--- config.mk ---
export PLATFORM = sky130hd
export DESIGN_NAME = io_bus_arbiter
export DESIGN_NICKNAME = d
export VERILOG_FILES = /design/src/rtl/io_bus_arbiter.sv
export SDC_FILE = /design/constraint.sdc
export NUM_CORES = 1
export LEC_CHECK = 0
export ABC_AREA = 1
export BUFFER_PORTS_ARGS = -buffer_cell sky130_fd_sc_hd__buf_4
export CAP_MARGIN = 40
export CORE_MARGIN = 1.5
export CORE_UTILIZATION = 45
export DETAILED_ROUTE_END_ITERATION = 10
export PLACE_DENSITY = 0.88
export RECOVER_POWER = 50
export SLEW_MARGIN = 40
export SYNTH_ARGS = -nofsm -noshare
export SYNTH_HDL_FRONTEND = slang
export SYNTH_SLANG_ARGS = --single-unit
--- constraint.sdc ---
create_clock -name clk -period 1.5 [get_ports clk]
set_input_delay 0.3 -clock clk [delete_from_list [all_inputs] [get_ports clk]]
set_output_delay 0.3 -clock clk [all_outputs]
set_load 0.01 [all_outputs]
--- src/rtl/io_bus_arbiter.sv ---
// Two-master arbiter for the io_controller bus: serialises CPU (m0) and DMA (m1) accesses,
// issues a one-cycle strobe and captures read data RD_LAT cycles later.
module io_bus_arbiter #(
  parameter int RD_LAT     = 1,
  parameter bit FIXED_PRIO = 1'b0
) (
  input  logic        clk,
  input  logic        reset,
  input  logic        m0_req,
  input  logic        m0_wr,
  input  logic [31:0] m0_addr,
  input  logic [31:0] m0_wr_data,
  output logic        m0_gnt,
  output logic        m0_done,
  output logic [31:0] m0_rd_data,
  input  logic        m1_req,
  input  logic        m1_wr,
  input  logic [31:0] m1_addr,
  input  logic [31:0] m1_wr_data,
  output logic        m1_gnt,
  output logic        m1_done,
  output logic [31:0] m1_rd_data,
  output logic        bus_cs,
  output logic        bus_wr,
  output logic        bus_rd,
  output logic [31:0] bus_addr,
  output logic [31:0] bus_wr_data,
  input  logic [31:0] bus_rd_data
);

  typedef enum logic [1:0] {S_IDLE, S_ISSUE, S_WAIT, S_DONE} state_t;

  localparam logic [2:0] LAT = 3'(RD_LAT);

  state_t     r_state;
  state_t     w_nxt;
  logic       r_win;
  logic       r_last;
  logic       r_wr;
  logic [2:0] r_cnt;
  logic       w_sel;
  logic       w_new_wr;
  logic       w_win_nxt;
  logic       w_cap;
  logic       w_any;

  always_comb begin
    w_nxt     = r_state;
    w_cap     = 1'b0;
    w_any     = m0_req | m1_req;
    // Tie goes to m0 under fixed priority, otherwise to whoever did not go last
    if (m0_req && m1_req) w_sel = FIXED_PRIO ? 1'b0 : ~r_last;
    else                  w_sel = m1_req;
    w_new_wr  = w_sel ? m1_wr : m0_wr;
    w_win_nxt = (r_state == S_IDLE) ? w_sel : r_win;
    case (r_state)
      S_IDLE:  if (w_any) w_nxt = S_ISSUE;
      S_ISSUE: begin
        if (r_wr) begin
          w_nxt = S_DONE;
        end else if (RD_LAT == 0) begin
          w_cap = 1'b1;
          w_nxt = S_DONE;
        end else begin
          w_nxt = S_WAIT;
        end
      end
      S_WAIT: begin
        if (r_cnt == LAT) begin
          w_cap = 1'b1;
          w_nxt = S_DONE;
        end
      end
      S_DONE:  w_nxt = S_IDLE;
      default: w_nxt = S_IDLE;
    endcase
  end

  // Outputs are decoded from the next state so they are registered and line up with the state
  always_ff @(posedge clk or negedge reset) begin
    if (!reset) begin
      r_state     <= S_IDLE;
      r_win       <= 1'b0;
      r_last      <= 1'b1;
      r_wr        <= 1'b0;
      r_cnt       <= 3'd0;
      m0_gnt      <= 1'b0;
      m0_done     <= 1'b0;
      m0_rd_data  <= 32'd0;
      m1_gnt      <= 1'b0;
      m1_done     <= 1'b0;
      m1_rd_data  <= 32'd0;
      bus_cs      <= 1'b0;
      bus_wr      <= 1'b0;
      bus_rd      <= 1'b0;
      bus_addr    <= 32'd0;
      bus_wr_data <= 32'd0;
    end else begin
      r_state <= w_nxt;
      if (r_state == S_IDLE && w_any) begin
        r_win       <= w_sel;
        r_wr        <= w_new_wr;
        bus_addr    <= w_sel ? m1_addr : m0_addr;
        bus_wr_data <= w_sel ? m1_wr_data : m0_wr_data;
      end
      if (r_state == S_ISSUE)     r_cnt <= 3'd1;
      else if (r_state == S_WAIT) r_cnt <= r_cnt + 3'd1;
      if (w_cap) begin
        if (r_win) m1_rd_data <= bus_rd_data;
        else       m0_rd_data <= bus_rd_data;
      end
      if (r_state == S_DONE) r_last <= r_win;
      bus_cs  <= (w_nxt == S_ISSUE);
      bus_wr  <= (w_nxt == S_ISSUE) && w_new_wr;
      bus_rd  <= (w_nxt == S_ISSUE) && !w_new_wr;
      m0_gnt  <= (w_nxt != S_IDLE) && !w_win_nxt;
      m1_gnt  <= (w_nxt != S_IDLE) && w_win_nxt;
      m0_done <= (w_nxt == S_DONE) && !w_win_nxt;
      m1_done <= (w_nxt == S_DONE) && w_win_nxt;
    end
  end

endmodule

==> reports/metrics.cfg, run 1 <==
[logic_synthesis]
synthDominantCellAreaShare_pct=60.2
synth.area.top_cells=dfrtp_1, o21ai_0, nand2_1
ys_seq_area_share_pct=60.7
syn_area_sq_um=5900
synth_cell_types=19
synth_fp_nets=831
ys_ff_latch=143
yosys.area.top_type=dfrtp_1
syn_area_per_cell_sq_um=8.97
yosysWarnings=0
syn_inst=658

[final_layout]
drive_gt1_share_pct=31.8
utilization_pct=71.3
fillCellCount=990
diodes=0
area_growth_syn_to_layout_pct=53.8
design_area_sq_um=9070
nNetsFinal=1142

[critical_path]
required_ps=1790
crit_arrival_ps=1850
critPathKind=reg -> reg
start_kind=flip-flop
critPathMaxFanout=16
end_kind=flip-flop

[timing]
report.final.slew_viol_count=0
relSlewSlack_pct=62.2
setup_violations=1
fmax_mhz=643
worst_pin_slew_ps=567
fin_crit_sh_pct=104
min_period_ps=1550
worst_hold_slack_ps=141
skew_ps=9.62
hold_viol_final=0
tns_ps=-54.2
finalWorstSetupSlack_ps=-54.2

[global_routing]
antenna_found_initial=0
grtUsageTotal_pct=26.4
grt_overflow=0
grtUsageMet3_pct=7.66
grt_pass1_vias=5641
grt_max_degree=67
use_met1_pct=31.7
gr-max-usage-layer=met2
use_met2_pct=45.8
grt_pass1_wl_um=28900

[routing]
wl_per_cell_um=17.3
first_pass_iters=5
drt_iter0_drc=447
postRouteAntennaNets=0
drc=0
via_per_inst=5.23
vias=6040
routed_wl_um=20000

[power_and_ir_drop]
power_density_nw_per_um2=2130
leakage_nw=4.63
ir_worst_vdd_v=0.00107

[job]
drv_cap=0

[floorplanning]
die_y_um=118
fp.coreArea_sq_um=12700
dieArea_sq_um=13800
core.rowCount=41
io_pins=301
die_w_um=118
start_util_pct=46.4

[clock_network]
clockBufferDepth=2
cts_buffers=17
tritoncts=built
clock_latency_ps=410
cts_root_buffer=clkbuf_16
cts.clk_slew.worst_paths_ps=60
cts.sinks=143
h-tree-depth=4

[place]
pre_cts_ws_ps=-38.6
port-buffer-count=300
dp_hpwl_um=13000
place.gp.congestion=0.874
placed_cell_area_sq_um=8440

[run_status]
violations=negative setup slack
status=finished with violations

[hold_path]
hold_class=in -> reg

synth_stat cells (all sizes together):
cell / n
nand2: 143
dfrtp: 142
nor2: 71
clkbuf: 11
o21ai: 198
ha: 7
inv: 46
nand3: 5
dfstp: 1
a21oi: 5
buf: 28
xnor2: 1
area by class of cell:
type	count	area (sq um)	share of cell area, %
Sequential cell	143	3580	39.5
Timing Repair Buffer	331	2490	27.4
Multi-Input combinational cell	430	2030	22.3
Clock buffer	21	460	5.08
Tap cell	172	215	2.37
Inverter	46	185	2.04
Clock inverter	11	115	1.27
path summary, 6_finish.rpt:
check / start / to / slack, ps / cells past startpoint
max: r_state[1] / m1_rd_data[3] / -50 / 8
min: m1_wr_data[11] / bus_wr_data[11] / 140 / 3
max reg2reg: r_state[1] / m1_rd_data[3] / -50 / 8
min reg2reg: m1_rd_data[27] / m1_rd_data[27] / 490 / 2
max in group asynchronous: reset / bus_wr_data[26] / 210 / 3
min in group asynchronous: reset / m0_rd_data[19] / 360 / 2
sequential cells by signal, indices dropped and copies added, names as in the netlist:
name	count
m0_rd_data	32
r_last	1
bus_wr_data	32
m1_done	1
bus_addr	32
r_win	1
m0_gnt	1
bus_cs	1
bus_wr	1
m0_done	1
r_wr	1
r_state	2
m1_rd_data	32
r_cnt	3
m1_gnt	1
bus_rd	1
layout by cell type (no fill, tap or decap), types with 2 or more instances in the layout:
master / instances
clkinv_2: 6
clkbuf_8: 2
buf_12: 7
clkinv_4: 4
inv_1: 42
ha_1: 5
nand2_8: 2
o21ai_1: 81
buf_4: 243
dfrtp_1: 142
clkbuf_16: 24
clkbuf_1: 64
o21ai_0: 114
nor2_1: 71
clkbuf_4: 3
nand3_1: 4
bufinv_16: 2
buf_6: 7
o21ai_2: 2
nand2_1: 140
a21oi_1: 5
report_power, final:
part / internal [mW] / switching (mW)
Combinational: 3.62 / 4.55
Sequential: 5.84 / 1.21
Clock: 2.52 / 1.55
through the flow:
step | power [mW] | instances
3_3_place_gp | 14.9 | 1110
2_1_floorplan | 10.7 | 658
4_1_cts | 19.4 | 1143
3_5_place_dp | 15.2 | 1110
5_1_grt | 20.5 | 1154
6_report | 19.3 | 1154
worst max-delay path: stages (launching register included):
cell       delay [ps]
dfrtp_1           400
buf_4             150
ha_4              160
nand3_4            90
clkinv_4           90
nand2_8           110
clkbuf_16         190
nand2_1            90
o21ai_0           140
metal layers:
metal,up-vias,part of all wire (%)
met5,-,0
met4,0,2.6
met3,42,8.6
met2,359,52
met1,2880,37
li1,2759,-
cell families after synthesis:
group           synth area share (%)
simple gates                    14.2
compound gates                  17.3
flops                           60.7
buf+inv                         6.17
fa+ha+maj                       1.48
xor+xnor                       0.148
timing repair:
item | 4_1_cts | 5_1_grt
pin swaps | 0 | 2
hold endpoints to repair | 35 | 0
hold buffers | 1 | 0
endpoints found under the setup margin | 9 | 128
resized for setup | 3 | 36
buffers inserted | 0 | 2
cloned | 0 | 9
Power figures use the tool's default switching activity.
==> run 2, diff against run 1 <==
--- a/config.mk
+++ b/config.mk
@@ -19 +19,2 @@
 export SYNTH_SLANG_ARGS = --single-unit
+export TNS_END_PERCENT = 50
--- a/constraint.sdc
+++ b/constraint.sdc
@@ -3,2 +3,2 @@
 set_output_delay 0.3 -clock clk [all_outputs]
-set_load 0.01 [all_outputs]
+set_load 0.02 [all_outputs]
==> reports/metrics.cfg, run 2 (synthesized netlist as in run 1, its figures left out) <==
[timing]
setup_violations=1
fmax_mhz=646
worst_hold_slack_ps=143
skew_ps=9.99
report.final.slew_viol_count=0
relSlewSlack_pct=62.6
finalWorstSetupSlack_ps=-46.8
tns_ps=-46.8
min_period_ps=1550
fin_crit_sh_pct=103
hold_viol_final=0
worst_pin_slew_ps=560

[critical_path]
required_ps=1790
end_kind=flip-flop
critPathMaxFanout=16
critPathKind=reg -> reg
crit_arrival_ps=1840
start_kind=flip-flop

[place]
port-buffer-count=300
placed_cell_area_sq_um=8440
pre_cts_ws_ps=-38.6
dp_hpwl_um=13000
place.gp.congestion=0.874
dp_cells=1110

[global_routing]
grtUsageTotal_pct=26.4
grt_pass1_vias=5641
grt_pass1_wl_um=28900
antenna_found_initial=0
grt_max_degree=67
grt_overflow=0

[power_and_ir_drop]
switching_share_pct=42.0
seqPwrFrac_pct=34.0
p_total_mw=20.7
combPwrFrac_pct=46.4
clkPwrFrac_pct=19.7
power_density_nw_per_um2=2280
ir_worst_vdd_v=0.00123
leakage_nw=4.63
power_switching_mw=8.70
p_int_mw=12.0

[routing]
wl_per_cell_um=17.3
vias=6041
drc=0
routed_wl_um=20000
postRouteAntennaNets=0
via_per_inst=5.23
first_pass_iters=5
drt_iter0_drc=492

[final_layout]
utilization_pct=71.3
design_area_sq_um=9070
final_cell_mix=buf_4, dfrtp_1, nand2_1
area_growth_syn_to_layout_pct=53.8
drive_gt1_share_pct=31.9
nNetsFinal=1142
final_common_cell=buf_4
diodes=0
stdcell_count=1154

[floorplanning]
io_pins=301
core.rowCount=41
dieArea_sq_um=13800
start_util_pct=46.4
die_w_um=118
die_y_um=118
fp.coreArea_sq_um=12700

[run_status]
status=finished with violations
violations=negative setup slack

[clock_network]
clockBufferDepth=2
clock_latency_ps=410
cts.clk_slew.worst_paths_ps=60
tritoncts=built
cts_root_buffer=clkbuf_16
h-tree-depth=4
cts.sinks=143
cts_buffers=17

[job]
drv_cap=0

[hold_path]
hold_class=in -> reg

run 2: cell count changes in the layout (fill, tap and decap cells not counted):
cell / before / now
buf_4: 243 / 244
clkbuf_1: 64 / 63
run 2: area by class of cell:
type                            instances  area (sq um)
Clock buffer                           21           460
Clock inverter                         11           115
Fill cell                             994          3650
Inverter                               46           185
Multi-Input combinational cell        430          2030
Sequential cell                       143          3580
Tap cell                              172           215
Timing Repair Buffer                  331          2490
run 2: what timing repair did:
item	CTS	global route
pin swaps	0	2
buffers inserted	0	2
gates resized for setup	3	36
endpoints found under the hold margin	35	0
gates cloned	0	9
endpoints found under the setup margin	9	128
hold buffers	1	0
run 2: critical path, stage by stage (launching register included):
cell       delay, ps
dfrtp_1          400
buf_4            150
ha_4             160
nand3_4           90
clkinv_4          90
nand2_8          110
clkbuf_16        190
nand2_1           80
o21ai_0          140
run 2: layer usage:
layer  wire, um  track usage (%)  up-vias  part of all wire (%)
met1       7370             31.7     2892                    37
met4        563             8.84        0                   2.8
li1           -                -     2758                     -
met5          0                0        -                     0
met3       1710             7.66       45                   8.6
met2      10300             45.8      346                    52
run 2: power groups by stage:
stage	clock, mW	sequential (mW)	combinational (mW)
floorplan	0	9.08	2.99
global placement	0	6.94	9.38
detailed placement	0	6.99	9.64
CTS	4.12	7.00	9.69
global route	4.30	7.25	10.4
finish	4.08	7.04	9.61
run 2: final timing paths:
check	cells after the start	start	slack, ps	end
setup / recovery	8	r_state[1]	-50	m1_rd_data[3]
max in group asynchronous	3	reset	210	bus_wr_data[28]
setup reg to reg	8	r_state[1]	-50	m1_rd_data[3]
hold reg to reg	2	m1_rd_data[27]	490	m1_rd_data[27]
hold / removal	3	m1_wr_data[11]	140	bus_wr_data[11]
min in group asynchronous	2	reset	350	m0_rd_data[19]
==> run 3, diff against run 2 <==
- SETUP_SLACK_MARGIN: not set -> 0.2
==> reports/metrics.cfg, run 3 (synthesized netlist as in run 1, its figures left out) <==
[run_status]
status=finished with violations
violations=negative setup slack

[place]
port-buffer-count=300
dp_cells=1115
dp_hpwl_um=13200
placed_cell_area_sq_um=8500
pre_cts_ws_ps=-122
place.gp.congestion=0.916

[global_routing]
antenna_found_initial=0
grt_pass1_vias=6579
grt_max_degree=36
grtUsageTotal_pct=32.6
grt_overflow=0
grt_pass1_wl_um=34700

[final_layout]
final_cell_mix=buf_4, dfrtp_1, nand2_1, o21ai_1, nor2_1
area_growth_syn_to_layout_pct=75.0
drive_gt1_share_pct=46.5
stdcell_count=1200
nNetsFinal=1188
diodes=0
design_area_sq_um=10300
fillCellCount=747
utilization_pct=81.1
final_common_cell=buf_4

[critical_path]
start_kind=flip-flop
end_kind=flip-flop
required_ps=1830
ff2ff_path_depth=8
critPathKind=reg -> reg
crit_arrival_ps=1890
slowest_stage=dfrtp_1
path_cells=buf_6 > ha_4 > nand3_4 > clkinv_8 > nand2_8 > buf_8 > nand2_1 > o21ai_1
critPathMaxFanout=8
crit_path_max_incr_delay_ps=420

[hold_path]
hold_class=in -> reg
hold_depth=3

[floorplanning]
io_pins=301
die_y_um=118
dieArea_sq_um=13800
start_util_pct=46.4
core.rowCount=41
die_w_um=118
fp.coreArea_sq_um=12700

[routing]
first_pass_iters=5
drt_iter0_drc=721
vias=6711
drc=0
via_per_inst=5.59
wl_per_cell_um=21.7
routed_wl_um=26000
postRouteAntennaNets=0

[clock_network]
h-tree-depth=4
cts_root_buffer=clkbuf_16
tritoncts=built
clockBufferDepth=2
clock_latency_ps=430
cts.sinks=143
cts_buffers=17
cts.clk_slew.worst_paths_ps=70

[timing]
fin_crit_sh_pct=105
relSlewSlack_pct=34.8
tns_ps=-161
rsz0062_at_grt=yes
hold_viol_final=0
skew_ps=9.30
worst_pin_slew_ps=978
min_period_ps=1570
fmax_mhz=638
finalWorstSetupSlack_ps=-67.9
report.final.slew_viol_count=0
setup_violations=7
worst_hold_slack_ps=129

[power_and_ir_drop]
power_density_nw_per_um2=2340
p_total_mw=24.1
leakage_nw=5.06
ir_worst_vdd_v=0.00121

[job]
drv_cap=0

==> run 3: cell types whose count changed in the layout (fill, tap and decap cells not counted), moves of 17 or more <==
cell	change
nand2_4	+17
buf_4	+19
nand2_1	-43
o21ai_0	-74
nand2_2	+27
o21ai_2	+56
==> run 3: layout make-up <==
class | instances | area [sq um] | area share (%)
Timing Repair Buffer | 374 | 3210 | 31.1
Inverter | 46 | 199 | 1.93
Sequential cell | 143 | 3580 | 34.7
Multi-Input combinational cell | 433 | 2550 | 24.7
Clock inverter | 12 | 110 | 1.07
Tap cell | 172 | 215 | 2.08
Clock buffer | 20 | 457 | 4.42
==> run 3: metal layers <==
layer | routed length [um] | global-route usage, % | vias to the layer above
met5 | 0 | 0 | -
met3 | 2410 | 9.84 | 123
met2 | 13100 | 56.7 | 527
met4 | 1380 | 16.6 | 0
li1 | - | - | 2865
met1 | 9150 | 36.3 | 3196
==> run 3: power breakdown <==
group	switching [mW]	leakage [nW]	internal (mW)
Sequential	1.51	1.72	5.84
Combinational	7.45	3.07	5.20
Clock	1.75	0.269	2.38
Total	10.7	5.06	13.4
==> run 3: final timing paths <==
kind / from / to / slack [ps]
max in group asynchronous: reset / r_last / 150
worst max register to register: r_state[1] / m0_rd_data[9] / -70
worst min register to register: bus_addr[12] / bus_addr[12] / 490
worst max-delay path: r_state[1] / m0_rd_data[9] / -70
min in group asynchronous: reset / m1_rd_data[18] / 580
worst min-delay path: m1_addr[19] / bus_addr[19] / 130
==> run 3: worst max-delay path: cells and delay by family, from the launching register on <==
family,cells,cell delay (ps)
AOI/OAI and AO/OA,1,140
adders and majority gates,1,160
buffers and inverters,3,400
DFF,1,420
and+or+nand+nor,3,330
==> run 3: timing repair <==
item	CTS	global route
buffers inserted	16	13
endpoints found under the setup margin	139	171
gates cloned	15	8
gates resized for setup	99	186
hold endpoints to repair	30	0
pin swaps	8	13
hold buffers	1	0
